## config.mk

```make
export PLATFORM = sky130hd
export DESIGN_NAME = imem_loader
export DESIGN_NICKNAME = d
export VERILOG_FILES = /design/src/rtl/imem_loader_pkg.sv /design/src/rtl/imem_loader_word_assembler.sv /design/src/rtl/imem_loader.sv
export SDC_FILE = /design/constraint.sdc
export NUM_CORES = 1
export LEC_CHECK = 0
export BUFFER_PORTS_ARGS = -buffer_cell sky130_fd_sc_hd__buf_2
export CORE_UTILIZATION = 35
export CTS_CLUSTER_DIAMETER = 50
export DETAILED_ROUTE_END_ITERATION = 8
export PLACE_DENSITY = 0.58
export SYNTH_ARGS = -nofsm -noshare
export SYNTH_HDL_FRONTEND = slang
export SYNTH_HIERARCHICAL = 1
export SYNTH_SLANG_ARGS = --single-unit
```

## constraint.sdc

```tcl
create_clock -name clk -period 5.95 [get_ports clk]
set_input_delay 1.4875 -clock clk [delete_from_list [all_inputs] [get_ports clk]]
set_output_delay 1.4875 -clock clk [all_outputs]
set_load 0.02 [all_outputs]
```

## src/rtl/imem_loader_pkg.sv

```systemverilog
// rtl/imem_loader_pkg.sv - shared types and constants for the instruction-memory loader
package imem_loader_pkg;

  localparam int AW_DEFAULT     = 6;   // instruction-memory word-address width
  localparam int HDR_BYTES      = 2;   // big-endian 16-bit word count precedes the image
  localparam int BYTES_PER_WORD = 4;   // bytes assembled into one instruction word

  typedef enum logic [2:0] {
    ST_HDR_HI = 3'd0,
    ST_HDR_LO = 3'd1,
    ST_DATA   = 3'd2,
    ST_WRITE  = 3'd3,
    ST_DONE   = 3'd4,
    ST_ERR    = 3'd5
  } state_e;

endpackage

```

## src/rtl/imem_loader_word_assembler.sv

```systemverilog
// rtl/imem_loader_word_assembler.sv - big-endian byte-to-word assembler
//
// Ports:
//   clk        : system clock, rising edge
//   rst        : synchronous active-low reset
//   byte_valid : a data byte is accepted this cycle
//   byte_data  : the accepted byte
//   word_next  : bytes seen so far plus byte_data; first byte lands in [31:24]
//   word_last  : byte_data completes the current word
module imem_loader_word_assembler
  import imem_loader_pkg::*;
(
  input  logic        clk,
  input  logic        rst,
  input  logic        byte_valid,
  input  logic [7:0]  byte_data,
  output logic [31:0] word_next,
  output logic        word_last
);

  localparam logic [1:0] LAST_IDX = 2'(BYTES_PER_WORD - 1);

  // Only the three oldest bytes need to be remembered; the fourth is
  // appended combinationally so the word is available on its accept cycle.
  logic [23:0] hist_q, hist_d;
  logic [1:0]  cnt_q, cnt_d;

  always_comb begin
    word_next = {hist_q, byte_data};
    word_last = byte_valid && (cnt_q == LAST_IDX);
    hist_d    = hist_q;
    cnt_d     = cnt_q;
    if (byte_valid) begin
      hist_d = word_next[23:0];
      cnt_d  = cnt_q + 2'd1;  // wraps 3 -> 0 at word boundary
    end
  end

  always_ff @(posedge clk) begin
    if (!rst) begin
      hist_q <= '0;
      cnt_q  <= '0;
    end else begin
      hist_q <= hist_d;
      cnt_q  <= cnt_d;
    end
  end

endmodule

```

## src/rtl/imem_loader.sv

```systemverilog
// rtl/imem_loader.sv - byte-stream loader that fills instruction memory and releases the CPU
//
// Ports:
//   clk       : system clock, rising edge
//   rst       : synchronous active-low reset
//   in_valid  : loader byte present
//   in_data   : loader byte
//   in_ready  : loader byte accepted when in_valid and in_ready are both high
//   im_we     : one-cycle instruction-memory write strobe per word
//   im_addr   : instruction-memory word address
//   im_wdata  : instruction word to write
//   cpu_rst   : active-low CPU reset, released only once the image is loaded
//   done      : image loaded, CPU released
//   err       : header rejected, CPU held in reset
//
// Stream format: 16-bit big-endian word count N, then 4*N bytes, each word
// big-endian. N must be 1..2^AW so the image never wraps the memory.
module imem_loader
  import imem_loader_pkg::*;
#(
  parameter int AW = AW_DEFAULT
) (
  input  logic          clk,
  input  logic          rst,
  input  logic          in_valid,
  input  logic [7:0]    in_data,
  output logic          in_ready,
  output logic          im_we,
  output logic [AW-1:0] im_addr,
  output logic [31:0]   im_wdata,
  output logic          cpu_rst,
  output logic          done,
  output logic          err
);

  state_e        state_q, state_d;
  logic [7:0]    hdr_hi_q, hdr_hi_d;
  logic [15:0]   n_q, n_d;
  // One extra bit so the index can reach N = 2^AW after the last write.
  logic [AW:0]   word_idx_q, word_idx_d;
  logic          in_ready_q, in_ready_d;
  logic          im_we_q, im_we_d;
  logic [AW-1:0] im_addr_q, im_addr_d;
  logic [31:0]   im_wdata_q, im_wdata_d;
  logic          cpu_rst_q, cpu_rst_d;
  logic          done_q, done_d;
  logic          err_q, err_d;

  logic          xfer;
  logic          asm_valid;
  logic [31:0]   asm_word;
  logic          asm_last;
  logic [15:0]   n_new;
  logic          n_bad;
  logic [AW:0]   idx_next;
  logic          idx_at_n;

  assign xfer      = in_valid && in_ready_q;
  assign asm_valid = xfer && (state_q == ST_DATA);

  imem_loader_word_assembler u_asm (
    .clk        (clk),
    .rst        (rst),
    .byte_valid (asm_valid),
    .byte_data  (in_data),
    .word_next  (asm_word),
    .word_last  (asm_last)
  );

  assign n_new    = {hdr_hi_q, in_data};
  assign n_bad    = (n_new == 16'd0) || ({1'b0, n_new} > (17'd1 << AW));
  assign idx_next = word_idx_q + {{AW{1'b0}}, 1'b1};
  assign idx_at_n = (17'(idx_next) == 17'(n_q));

  always_comb begin
    state_d    = state_q;
    hdr_hi_d   = hdr_hi_q;
    n_d        = n_q;
    word_idx_d = word_idx_q;
    im_addr_d  = im_addr_q;
    im_wdata_d = im_wdata_q;

    case (state_q)
      ST_HDR_HI: begin
        if (xfer) begin
          hdr_hi_d = in_data;
          state_d  = ST_HDR_LO;
        end
      end
      ST_HDR_LO: begin
        if (xfer) begin
          n_d     = n_new;
          state_d = n_bad ? ST_ERR : ST_DATA;
        end
      end
      ST_DATA: begin
        if (asm_last) begin
          im_addr_d  = word_idx_q[AW-1:0];
          im_wdata_d = asm_word;
          state_d    = ST_WRITE;
        end
      end
      ST_WRITE: begin
        word_idx_d = idx_next;
        state_d    = idx_at_n ? ST_DONE : ST_DATA;
      end
      ST_DONE:  state_d = ST_DONE;
      ST_ERR:   state_d = ST_ERR;
      default:  state_d = ST_HDR_HI;
    endcase

    // All outputs are registered from the next state so they change on the
    // same edge as the state they describe.
    in_ready_d = (state_d == ST_HDR_HI) || (state_d == ST_HDR_LO) || (state_d == ST_DATA);
    im_we_d    = (state_d == ST_WRITE);
    cpu_rst_d  = (state_d == ST_DONE);
    done_d     = (state_d == ST_DONE);
    err_d      = (state_d == ST_ERR);
  end

  // in_ready resets to 0 and only rises on the first edge with rst high, so
  // no byte can slip in while reset is still asserted.
  always_ff @(posedge clk) begin
    if (!rst) begin
      state_q    <= ST_HDR_HI;
      hdr_hi_q   <= '0;
      n_q        <= '0;
      word_idx_q <= '0;
      in_ready_q <= 1'b0;
      im_we_q    <= 1'b0;
      im_addr_q  <= '0;
      im_wdata_q <= '0;
      cpu_rst_q  <= 1'b0;
      done_q     <= 1'b0;
      err_q      <= 1'b0;
    end else begin
      state_q    <= state_d;
      hdr_hi_q   <= hdr_hi_d;
      n_q        <= n_d;
      word_idx_q <= word_idx_d;
      in_ready_q <= in_ready_d;
      im_we_q    <= im_we_d;
      im_addr_q  <= im_addr_d;
      im_wdata_q <= im_wdata_d;
      cpu_rst_q  <= cpu_rst_d;
      done_q     <= done_d;
      err_q      <= err_d;
    end
  end

  assign in_ready = in_ready_q;
  assign im_we    = im_we_q;
  assign im_addr  = im_addr_q;
  assign im_wdata = im_wdata_q;
  assign cpu_rst  = cpu_rst_q;
  assign done     = done_q;
  assign err      = err_q;

endmodule

```

==> results of run 1 <==
final timing paths:
check	to	slack, ns	cells after the start
max	im_wdata[12]$_SDFFE_PN0P_	2.62	9
min	im_wdata[2]$_SDFFE_PN0P_	0.45	2
max reg2reg	im_wdata[12]$_SDFFE_PN0P_	3.45	8
min reg2reg	im_wdata[2]$_SDFFE_PN0P_	0.45	2
routing by layer:
layer  vias up  part of all wire [%]  GRT usage, %
met5         -                     0             0
li1       1526                     -             -
met3        11                   3.5          3.35
met2        42                    50          24.8
met4         0                   1.5          5.64
met1      1399                    45          19.0
kinds of logic (layout without fill, tap and decap cells):
family / Yosys count / after routing / share of synthesized area (%)
AOI/OAI and AO/OA: 59 / 59 / 9.17
DFF: 102 / 102 / 49.7
buffers and inverters: 36 / 74 / 5.09
and+or+nand+nor: 176 / 176 / 20.7
muxes: 51 / 51 / 12.4
adders and majority gates: 2 / 2 / 0.609
xor gates and xnor gates: 11 / 11 / 2.35
flip-flops by register name, indices dropped and copies added (netlist names):
register      cells
im_wdata         32
u_asm/hist_q     24
n_q              16
hdr_hi_q          8
word_idx_q        7
im_addr           6
state_q           3
u_asm/cnt_q       2
done              1
err               1
im_we             1
in_ready          1
power by group:
group          internal (W)  switching [W]
registers          0.000689     0.00000680
clock network      0.000419       0.000238
logic             0.0000199      0.0000324
worst max-delay path, stage by stage:
cell and delay [ns]:
buf_2 0.08, nand2_1 0.12, nor3_2 0.18, buf_4 0.40, and2_2 0.24, and2_1 0.48
buf_4 0.35, nand2_1 0.08, a21oi_1 0.14
through the flow:
stage	worst slack (ns)	instances
final	2.62	618
after detailed placement	2.24	603
after floorplan	2.75	437
after global routing	2.41	618
after global placement	2.32	603
after CTS	2.57	618
final cells by class:
| type | count | area share, % |
|---|---|---|
| Sequential cell | 102 | 43.2 |
| Multi-Input combinational cell | 299 | 39.4 |
| Timing Repair Buffer | 57 | 6.25 |
| Clock buffer | 11 | 5.14 |
| Tap cell | 143 | 3.79 |
| Clock inverter | 4 | 2.01 |
| Inverter | 2 | 0.159 |
Yosys cell counts, drive strengths merged (3+ instances only):
library cell / count / share of area (%)
nor2b: 26 / 4.0
xnor2: 4 / 0.85
nand2: 82 / 7.5
dfxtp: 102 / 50
buf: 17 / 3.4
a21oi: 41 / 5.0
xor2: 7 / 1.5
o21ai: 5 / 0.61
a211oi: 3 / 0.85
nor2: 37 / 3.4
nand3: 7 / 1.1
nor4: 4 / 0.97
nor3: 5 / 0.73
clkbuf: 17 / 1.6
and2: 3 / 0.49
or3: 3 / 0.58
mux2i: 51 / 12
==> impl_metrics.yaml, run 1 <==
clock_network:
  cts_hold_buf: 0
  cts-root-buf: "clkbuf_16"
  clkTransAtPathRegs_ns: 0.06
  post_cts_buffers: 0
  cts-buffers-inserted: 9
  clkSinkCount: 102
  clockBufferDepth: 2
  clock_latency_ns: 0.34
  ctsResizeCount: 0
  htreeDepth: 3
  cts_tree: "built"
global_routing:
  antenna_found_initial: 0
  gr-total-overflow: 0
  grt_pass1_wl_microns: 13700
  grtUsageTotal_pct: 15.0
  grt_pass1_vias: 2728
  grt_max_degree: 43
floorplanning:
  num_rows: 39
  die_w_microns: 110
  core_area_sq_mm: 0.0114
  start_util_pct: 36.0
  dieHeight_microns: 110
  boundaryPins: 54
  dieArea_sq_mm: 0.0122
cells_and_area:
  antennaDiodeCount: 0
  final_common_cell: "dfxtp_1"
  area.growth.synth_to_final_pct: 15.0
  final_util_pct: 41.4
  final_cell_mix: "dfxtp_1, nand2_1, buf_2"
  multi_input_area_sq_mm: 0.00186
  nets: 484
  fin_area_sq_mm: 0.00472
  drive_gt1_share_pct: 17.7
  regArea_sq_mm: 0.00204
  n_fill_cell: 1152
routing:
  vias_per_cell: 4.82
  antenna_left: 0
  route.detailed.drc: 0
  via_count: 2978
  dr.pass1.iters: 4
  routedWlPerCell_microns: 13.8
  wl_microns: 8500
  drt_iter0_drc: 178
critical_path:
  critPathRequiredTime_ns: 6.21
  crit_start: "in_valid"
  crit_type: "input pin to register"
  startpoint_type: "input pin"
  worst-endpoint-arrival_ns: 3.59
  worstPathMaxFanout: 27
  cp-end-kind: "register"
  timing.rr.start: "in_ready$_SDFF_PN0_"
worst_hold_path:
  hold_start: "im_wdata[2]$_SDFFE_PN0P_"
  hold_class: "register to register"
logic_synthesis:
  synth_cells: 437
  ys_seq_elements: 102
  avgSynthCellArea_sq_um: 9.40
  synthArstFlopShare_pct: 0
  synth_edf_count: 0
  seq_area_frac_synth_pct: 49.7
  synth_flop_cell: "dfxtp_1"
  yosysWarnings: 6
  syn-num-nets: 450
  synth_cell_types: 46
  syn_area_sq_mm: 0.00411
sta:
  worstMarginPinSlew_ns: 1.09
  hold_viol_final: 0
  tns_ns: 0
  fmax_ghz: 0.300
  post-route-min-period_ns: 3.33
  skew_ns: 0.00425
  fin_hold_ws_ns: 0.453
  maxSlewViolCount: 0
  period_share_pct: 56.0
  final-setup-viol-count: 0
  slew_headroom_pct: 26.9
  rsz0062_at_grt: "false"
status:
  status: "finished clean"
placed_design:
  place.gp.congestion: 0.775
  postPlaceCellArea_sq_mm: 0.00439
  hpwl_microns: 5990
  port_buffers: 53
power:
  vdd_ir_drop_max_mv: 0.139
  p_per_area_mw_per_mm2: 298
  p_leak_nw: 1.85
  power_w: 0.00141
run:
  drv_cap: 0
Power figures use the tool's default switching activity.
==> run 2, diff against run 1 <==
--- a/config.mk
+++ b/config.mk
@@ -5,6 +5,7 @@
 export SDC_FILE = /design/constraint.sdc
 export NUM_CORES = 1
 export LEC_CHECK = 0
+export ABC_AREA = 1
 export BUFFER_PORTS_ARGS = -buffer_cell sky130_fd_sc_hd__buf_2
 export CORE_UTILIZATION = 35
 export CTS_CLUSTER_DIAMETER = 50
==> constraint.sdc (replaced) <==
create_clock -name clk -period 3.43 [get_ports clk]
set_input_delay 0.8575 -clock clk [delete_from_list [all_inputs] [get_ports clk]]
set_output_delay 0.8575 -clock clk [all_outputs]
set_load 0.02 [all_outputs]
==> run 2 against run 1 <==
The flow now finishes with violations (design-rule violations); register-to-register slack worse by 2.0 ns; via count grew 20%; utilization is 0.32 points lower; synthesized area increased by 2.6%; non-clock buffer count stayed put; wire length is 7.4% higher; total power grew 64%; final area is 0.50% higher; clock-buffer cell count unchanged; clock power is 48% higher; worst setup slack got worse by 1.2 ns.
==> impl_metrics.yaml, run 2 <==
sta:
  post-route-min-period_ns: 2.04
  maxSlewViolCount: 0
  skew_ns: 0.00479
  fin_hold_ws_ns: 0.474
  setup_slack_ns: 1.39
  worstMarginPinSlew_ns: 0.623
  hold_viol_final: 0
  fmax_ghz: 0.490
  slew_headroom_pct: 58.4
  final-setup-viol-count: 0
  tns_ns: 0
  rsz0062_at_grt: "false"
  period_share_pct: 59.4
floorplanning:
  dieHeight_microns: 112
  core_area_sq_mm: 0.0116
  start_util_pct: 36.4
  dieArea_sq_mm: 0.0125
  num_rows: 39
  die_w_microns: 112
  boundaryPins: 54
routing:
  via_count: 3588
  route.detailed.drc: 1
  vias_per_cell: 4.65
  wl_microns: 9130
  dr.pass1.iters: 6
  drt_iter0_drc: 179
  routedWlPerCell_microns: 11.8
  antenna_left: 0
power:
  vdd_ir_drop_max_mv: 0.208
  p_leak_nw: 2.29
  p_per_area_mw_per_mm2: 486
critical_path:
  startpoint_type: "input pin"
  cpLargestDelayFamily: "simple AND/OR/NAND/NOR gates"
  critical_path.max_stage_delay_ns: 0.40
  crit_start: "in_valid"
  worstPathMaxFanout: 35
  critPathRequiredTime_ns: 3.70
  slowest_stage: "buf_4"
  cp-end-kind: "register"
  timing.rr.start: "state_q[1]$_SDFF_PN0_"
  crit_type: "input pin to register"
  worst-endpoint-arrival_ns: 2.31
  critPathBufInv: 4
  path_cells: "buf_2 -> nand2_1 -> nor2_4 -> nand2_1 -> inv_1 -> inv_1 -> nor2_4 -> buf_4 -> o21ai_0 -> a21oi_1"
clock_network:
  cts_tree: "built"
  cts-buffers-inserted: 9
  clkTransAtPathRegs_ns: 0.06
  htreeDepth: 3
  post_cts_buffers: 0
  clockBufferDepth: 2
  cts_hold_buf: 0
  cts-root-buf: "clkbuf_16"
  clock_latency_ns: 0.34
  clkSinkCount: 102
  ctsResizeCount: 0
cells_and_area:
  nets: 640
  final_cell_mix: "nor2_1, dfxtp_1, nand2_1"
  antennaDiodeCount: 0
  drive_gt1_share_pct: 12.6
  fin_area_sq_mm: 0.00475
  final_common_cell: "nor2_1"
  area.growth.synth_to_final_pct: 12.6
  largest_reg_flops: 32
logic_synthesis:
  synth_common_cells: "nor2_1, dfxtp_1, nand2_1"
  synth.most_common_cell: "nor2_1"
  seq_area_frac_synth_pct: 48.4
  synth_top_area_cell: "dfxtp_1"
  synth_cells: 595
  syn_area_sq_mm: 0.00422
  avgSynthCellArea_sq_um: 7.08
  synthArstFlopShare_pct: 0
  syn-num-nets: 608
  synth_area_leaders: "dfxtp_1, nor2_1, nand2_1"
  ys_seq_elements: 102
  synth_cell_types: 30
  synth_flop_cell: "dfxtp_1"
  yosysWarnings: 6
  synth_edf_count: 0
  synth_top_area_share_pct: 48.4
worst_hold_path:
  hold_class: "register to register"
  hold_start: "u_asm/hist_q[23]$_SDFFE_PN0P_"
global_routing:
  grt_pass1_vias: 3474
  grt_pass1_wl_microns: 15900
  antenna_found_initial: 0
  gr-total-overflow: 0
  grtUsageTotal_pct: 15.8
  grt_max_degree: 76
status:
  status: "finished with violations"
  failed_checks: "design-rule violations"
placed_design:
  port_buffers: 53
  post-place-ws_ns: 1.03
  place.gp.congestion: 0.802
  hpwl_microns: 6160
  postPlaceCellArea_sq_mm: 0.00447
run:
  drv_cap: 0
## run 2: cell type report
cell class | instances | area [sq um]
clock buffers | 11 | 243
clock inverters | 2 | 35.0
well taps | 143 | 179
inverters | 59 | 221
fillers | 1210 | 6820
flip-flops and latches | 102 | 2040
repair buffers | 57 | 308
multi-input cells | 398 | 1720
## run 2: kinds of logic after synthesis
family | share of synthesized area (%)
adders and majority gates | 0.594
DFF | 48.4
xor gates and xnor gates | 0.208
buffers and inverters | 11.0
AOI/OAI and AO/OA | 11.3
and+or+nand+nor | 28.5
## run 2: worst reg2reg max path: cells and delay by family, from the launching register on
kind            cells  cell delay (ns)
compound gates      2             0.27
flops               1             0.38
buf+inv             4             0.56
simple gates        5             0.72
## run 2: routing by layer
| layer | GRT usage [%] | wire (microns) |
|---|---|---|
| met2 | 27.2 | 4420 |
| met1 | 19.3 | 4170 |
| met3 | 3.43 | 399 |
| met5 | 0 | 0 |
| met4 | 5.50 | 133 |
## run 2: worst paths after layout
kind                              endpoint  slack, ns  cells after the start
max                im_addr[4]$_SDFFE_PN0P_       1.39                     10
min          u_asm/hist_q[23]$_SDFFE_PN0P_       0.47                      2
max reg2reg        im_addr[4]$_SDFFE_PN0P_       1.42                     11
min reg2reg  u_asm/hist_q[23]$_SDFFE_PN0P_       0.47                      2
## run 2: power by group
| part | internal [W] | leakage (nW) | switching, W |
|---|---|---|---|
| Clock | 0.000572 | 0.137 | 0.000403 |
| Combinational | 0.0000384 | 1.33 | 0.0000774 |
| Sequential | 0.00120 | 0.824 | 0.0000125 |
## run 2: metrics by stage
step           utilization [%]  total power [W]  cells
4_1_cts                   41.0          0.00234    772
3_3_place_gp              38.6          0.00136    759
6_report                  41.0          0.00231    772
2_1_floorplan                -          0.00133    595
5_1_grt                   41.0          0.00241    772
3_5_place_dp              38.6          0.00136    759
==> run 3, diff against run 2 <==
--- a/config.mk
+++ b/config.mk
@@ -5,12 +5,12 @@
 export SDC_FILE = /design/constraint.sdc
 export NUM_CORES = 1
 export LEC_CHECK = 0
-export ABC_AREA = 1
+export ABC_AREA = 0
 export BUFFER_PORTS_ARGS = -buffer_cell sky130_fd_sc_hd__buf_2
 export CORE_UTILIZATION = 35
 export CTS_CLUSTER_DIAMETER = 50
 export DETAILED_ROUTE_END_ITERATION = 8
-export PLACE_DENSITY = 0.58
+export PLACE_DENSITY = 0.6
 export SYNTH_ARGS = -nofsm -noshare
 export SYNTH_HDL_FRONTEND = slang
 export SYNTH_HIERARCHICAL = 1
==> constraint.sdc (replaced) <==
create_clock -name clk -period 1.65 [get_ports clk]
set_input_delay 0.4125 -clock clk [delete_from_list [all_inputs] [get_ports clk]]
set_output_delay 0.4125 -clock clk [all_outputs]
set_load 0.02 [all_outputs]
==> run 3 against run 2 <==
The flow finishes with violations (negative setup slack); worst hold slack got worse by 0.094 ns; wire length rose by 1.2%; register-to-register slack got worse by 1.6 ns; die area fell by 2.5%; flip-flop and latch count did not move; clock power rose by 120%; sequential power rose by 100%; clock skew rose by 0.0028 ns; total power rose by 110%; first-iteration DRC count fell by 27%; largest power group unchanged.
==> impl_metrics.yaml, run 3 (synthesis results as in run 1) <==
power:
  p_per_area_mw_per_mm2: 959
  pwr-share-clk_pct: 43.5
  power.switching_w: 0.00105
  power_w: 0.00488
  p_leak_nw: 2.02
  sw_frac_of_total_pct: 21.4
  seqPwrFrac_pct: 51.2
  p_int_w: 0.00384
  vdd_ir_drop_max_mv: 0.616
  pwr-share-comb_pct: 5.3
clock_network:
  clock_latency_ns: 0.34
  clkTransAtPathRegs_ns: 0.07
  cts-root-buf: "clkbuf_16"
  cts_hold_buf: 0
  htreeDepth: 3
  clockBufferDepth: 2
  cts_tree: "built"
  cts-buffers-inserted: 9
  clkSinkCount: 102
placed_design:
  place.gp.congestion: 0.825
  port_buffers: 53
  hpwl_microns: 6680
status:
  status: "finished with violations"
  failed_checks: "negative setup slack"
worst_hold_path:
  hold_class: "input pin to register"
  hold_end: "n_q[4]$_SDFFE_PN0P_"
  hold_start: "in_data[4]"
  hold_depth: 3
sta:
  post-route-min-period_ns: 1.82
  hold_viol_final: 0
  fin_hold_ws_ns: 0.380
  slew_headroom_pct: 71.1
  final-setup-viol-count: 5
  worstMarginPinSlew_ns: 0.434
  skew_ns: 0.00759
  rsz0062_at_grt: "true"
  period_share_pct: 110
  maxSlewViolCount: 0
  fmax_ghz: 0.549
  setup_slack_ns: -0.172
global_routing:
  gr-total-overflow: 0
  antenna_found_initial: 0
  grt_pass1_vias: 2984
  grt_max_degree: 40
  grtUsageTotal_pct: 16.6
  grt_pass1_wl_microns: 15200
routing:
  antenna_left: 0
  drt_iter0_drc: 131
  routedWlPerCell_microns: 14.2
  dr.pass1.iters: 4
  wl_microns: 9240
  vias_per_cell: 4.79
  via_count: 3108
  route.detailed.drc: 0
critical_path:
  critPathRequiredTime_ns: 1.93
  timing.rr.start: "word_idx_q[1]$_SDFFE_PN0N_"
  slowest_stage: "or3_4"
  path_cells: "ha_4 -> nand3_4 -> or3_4 -> a211oi_4 -> o2111ai_4 -> buf_4 -> a21oi_2"
  critPathBufInv: 1
  critical_path.max_stage_delay_ns: 0.39
  startpoint_type: "register"
  reg2regPathDepth: 7
  worst-endpoint-arrival_ns: 2.10
  rrSetupSlack_ns: -0.17
  rr_endpoint: "state_q[2]$_SDFF_PN0_"
  crit_type: "register to register"
  cpLargestDelayFamily: "compound AO/OA/AOI/OAI gates"
  cp-end-kind: "register"
  worstPathMaxFanout: 4
cells_and_area:
  drive_gt1_share_pct: 25.9
  antennaDiodeCount: 0
  final_common_cell: "dfxtp_1"
  final_cell_mix: "dfxtp_1, nand2_1, buf_2"
  area.growth.synth_to_final_pct: 24.0
  nets: 516
  largest_reg_flops: 32
floorplanning:
  die_w_microns: 110
  core_area_sq_mm: 0.0114
  dieHeight_microns: 110
  start_util_pct: 36.0
  dieArea_sq_mm: 0.0122
  num_rows: 39
  boundaryPins: 54
run:
  drv_cap: 0
-- run 3: cell types whose count changed in the layout (fill, tap and decap cells not counted), sizes merged, moves of 22 or more --
| cell | delta |
|---|---|
| o21ai | -62 |
| nor2b | +26 |
| inv | -55 |
| nor2 | -146 |
| mux2i | +51 |
| a21oi | +22 |
| buf | +32 |
-- run 3: final cells by class --
type	count	area (sq um)
clock inverters	3	43.8
fillers	1139	6330
inverters	2	7.51
clock buffers	11	253
well taps	143	179
multi-input cells	299	1940
repair buffers	89	617
flip-flops and latches	102	2060
-- run 3: power groups by stage --
stage                     sequential [W]  clock, W  combinational [W]
after CTS                        0.00250   0.00217           0.000253
after global placement           0.00256         0           0.000246
after floorplan                  0.00255         0           0.000149
final                            0.00250   0.00213           0.000258
after detailed placement         0.00256         0           0.000249
after global routing             0.00250   0.00228           0.000278
-- run 3: how the worst max path moves through the flow --
stage / start / to / cells past startpoint
finish: word_idx_q[1]$_SDFFE_PN0N_ / state_q[2]$_SDFF_PN0_ / 7
global route: word_idx_q[1]$_SDFFE_PN0N_ / state_q[2]$_SDFF_PN0_ / 7
CTS: word_idx_q[1]$_SDFFE_PN0N_ / in_ready$_SDFF_PN0_ / 6
detailed placement: in_data[0] / in_ready$_SDFF_PN0_ / 6
global placement: in_data[0] / in_ready$_SDFF_PN0_ / 6
floorplan: in_data[0] / in_ready$_SDFF_PN0_ / 5
-- run 3: timing repair --
action,in CTS,in global routing
setup endpoints to repair,6,6
gates resized for setup,1,6
pin swaps,3,0
buffers inserted,0,1
-- run 3: per-stage QoR --
stage / TNS, ns / cell area [sq um] / cells / setup slack (ns) / util, %
finish: -0.729 / 5090 / 649 / -0.172 / 44.6
global placement: -1.94 / 4750 / 634 / -0.398 / 41.6
detailed placement: -2.37 / 4750 / 634 / -0.482 / 41.6
global route: -1.03 / 5090 / 649 / -0.234 / 44.6
CTS: -0.642 / 5050 / 648 / -0.180 / 44.2
floorplan: -2.03 / 4200 / 437 / -0.175 / -
-- run 3: metal layers --
| metal | up-vias | routed length, microns | share of wire, % | track usage (%) |
|---|---|---|---|---|
| met1 | 1426 | 4640 | 50 | 23.0 |
| met4 | 0 | 167 | 1.8 | 6.86 |
| met3 | 11 | 370 | 4.0 | 2.88 |
| li1 | 1603 | - | - | - |
| met5 | - | 0 | 0 | 0 |
| met2 | 68 | 4070 | 44 | 25.5 |
-- run 3: worst min-delay path, stage by stage --
cell and delay (ns):
buf_2 0.13, mux2i_1 0.07, nor2_1 0.07
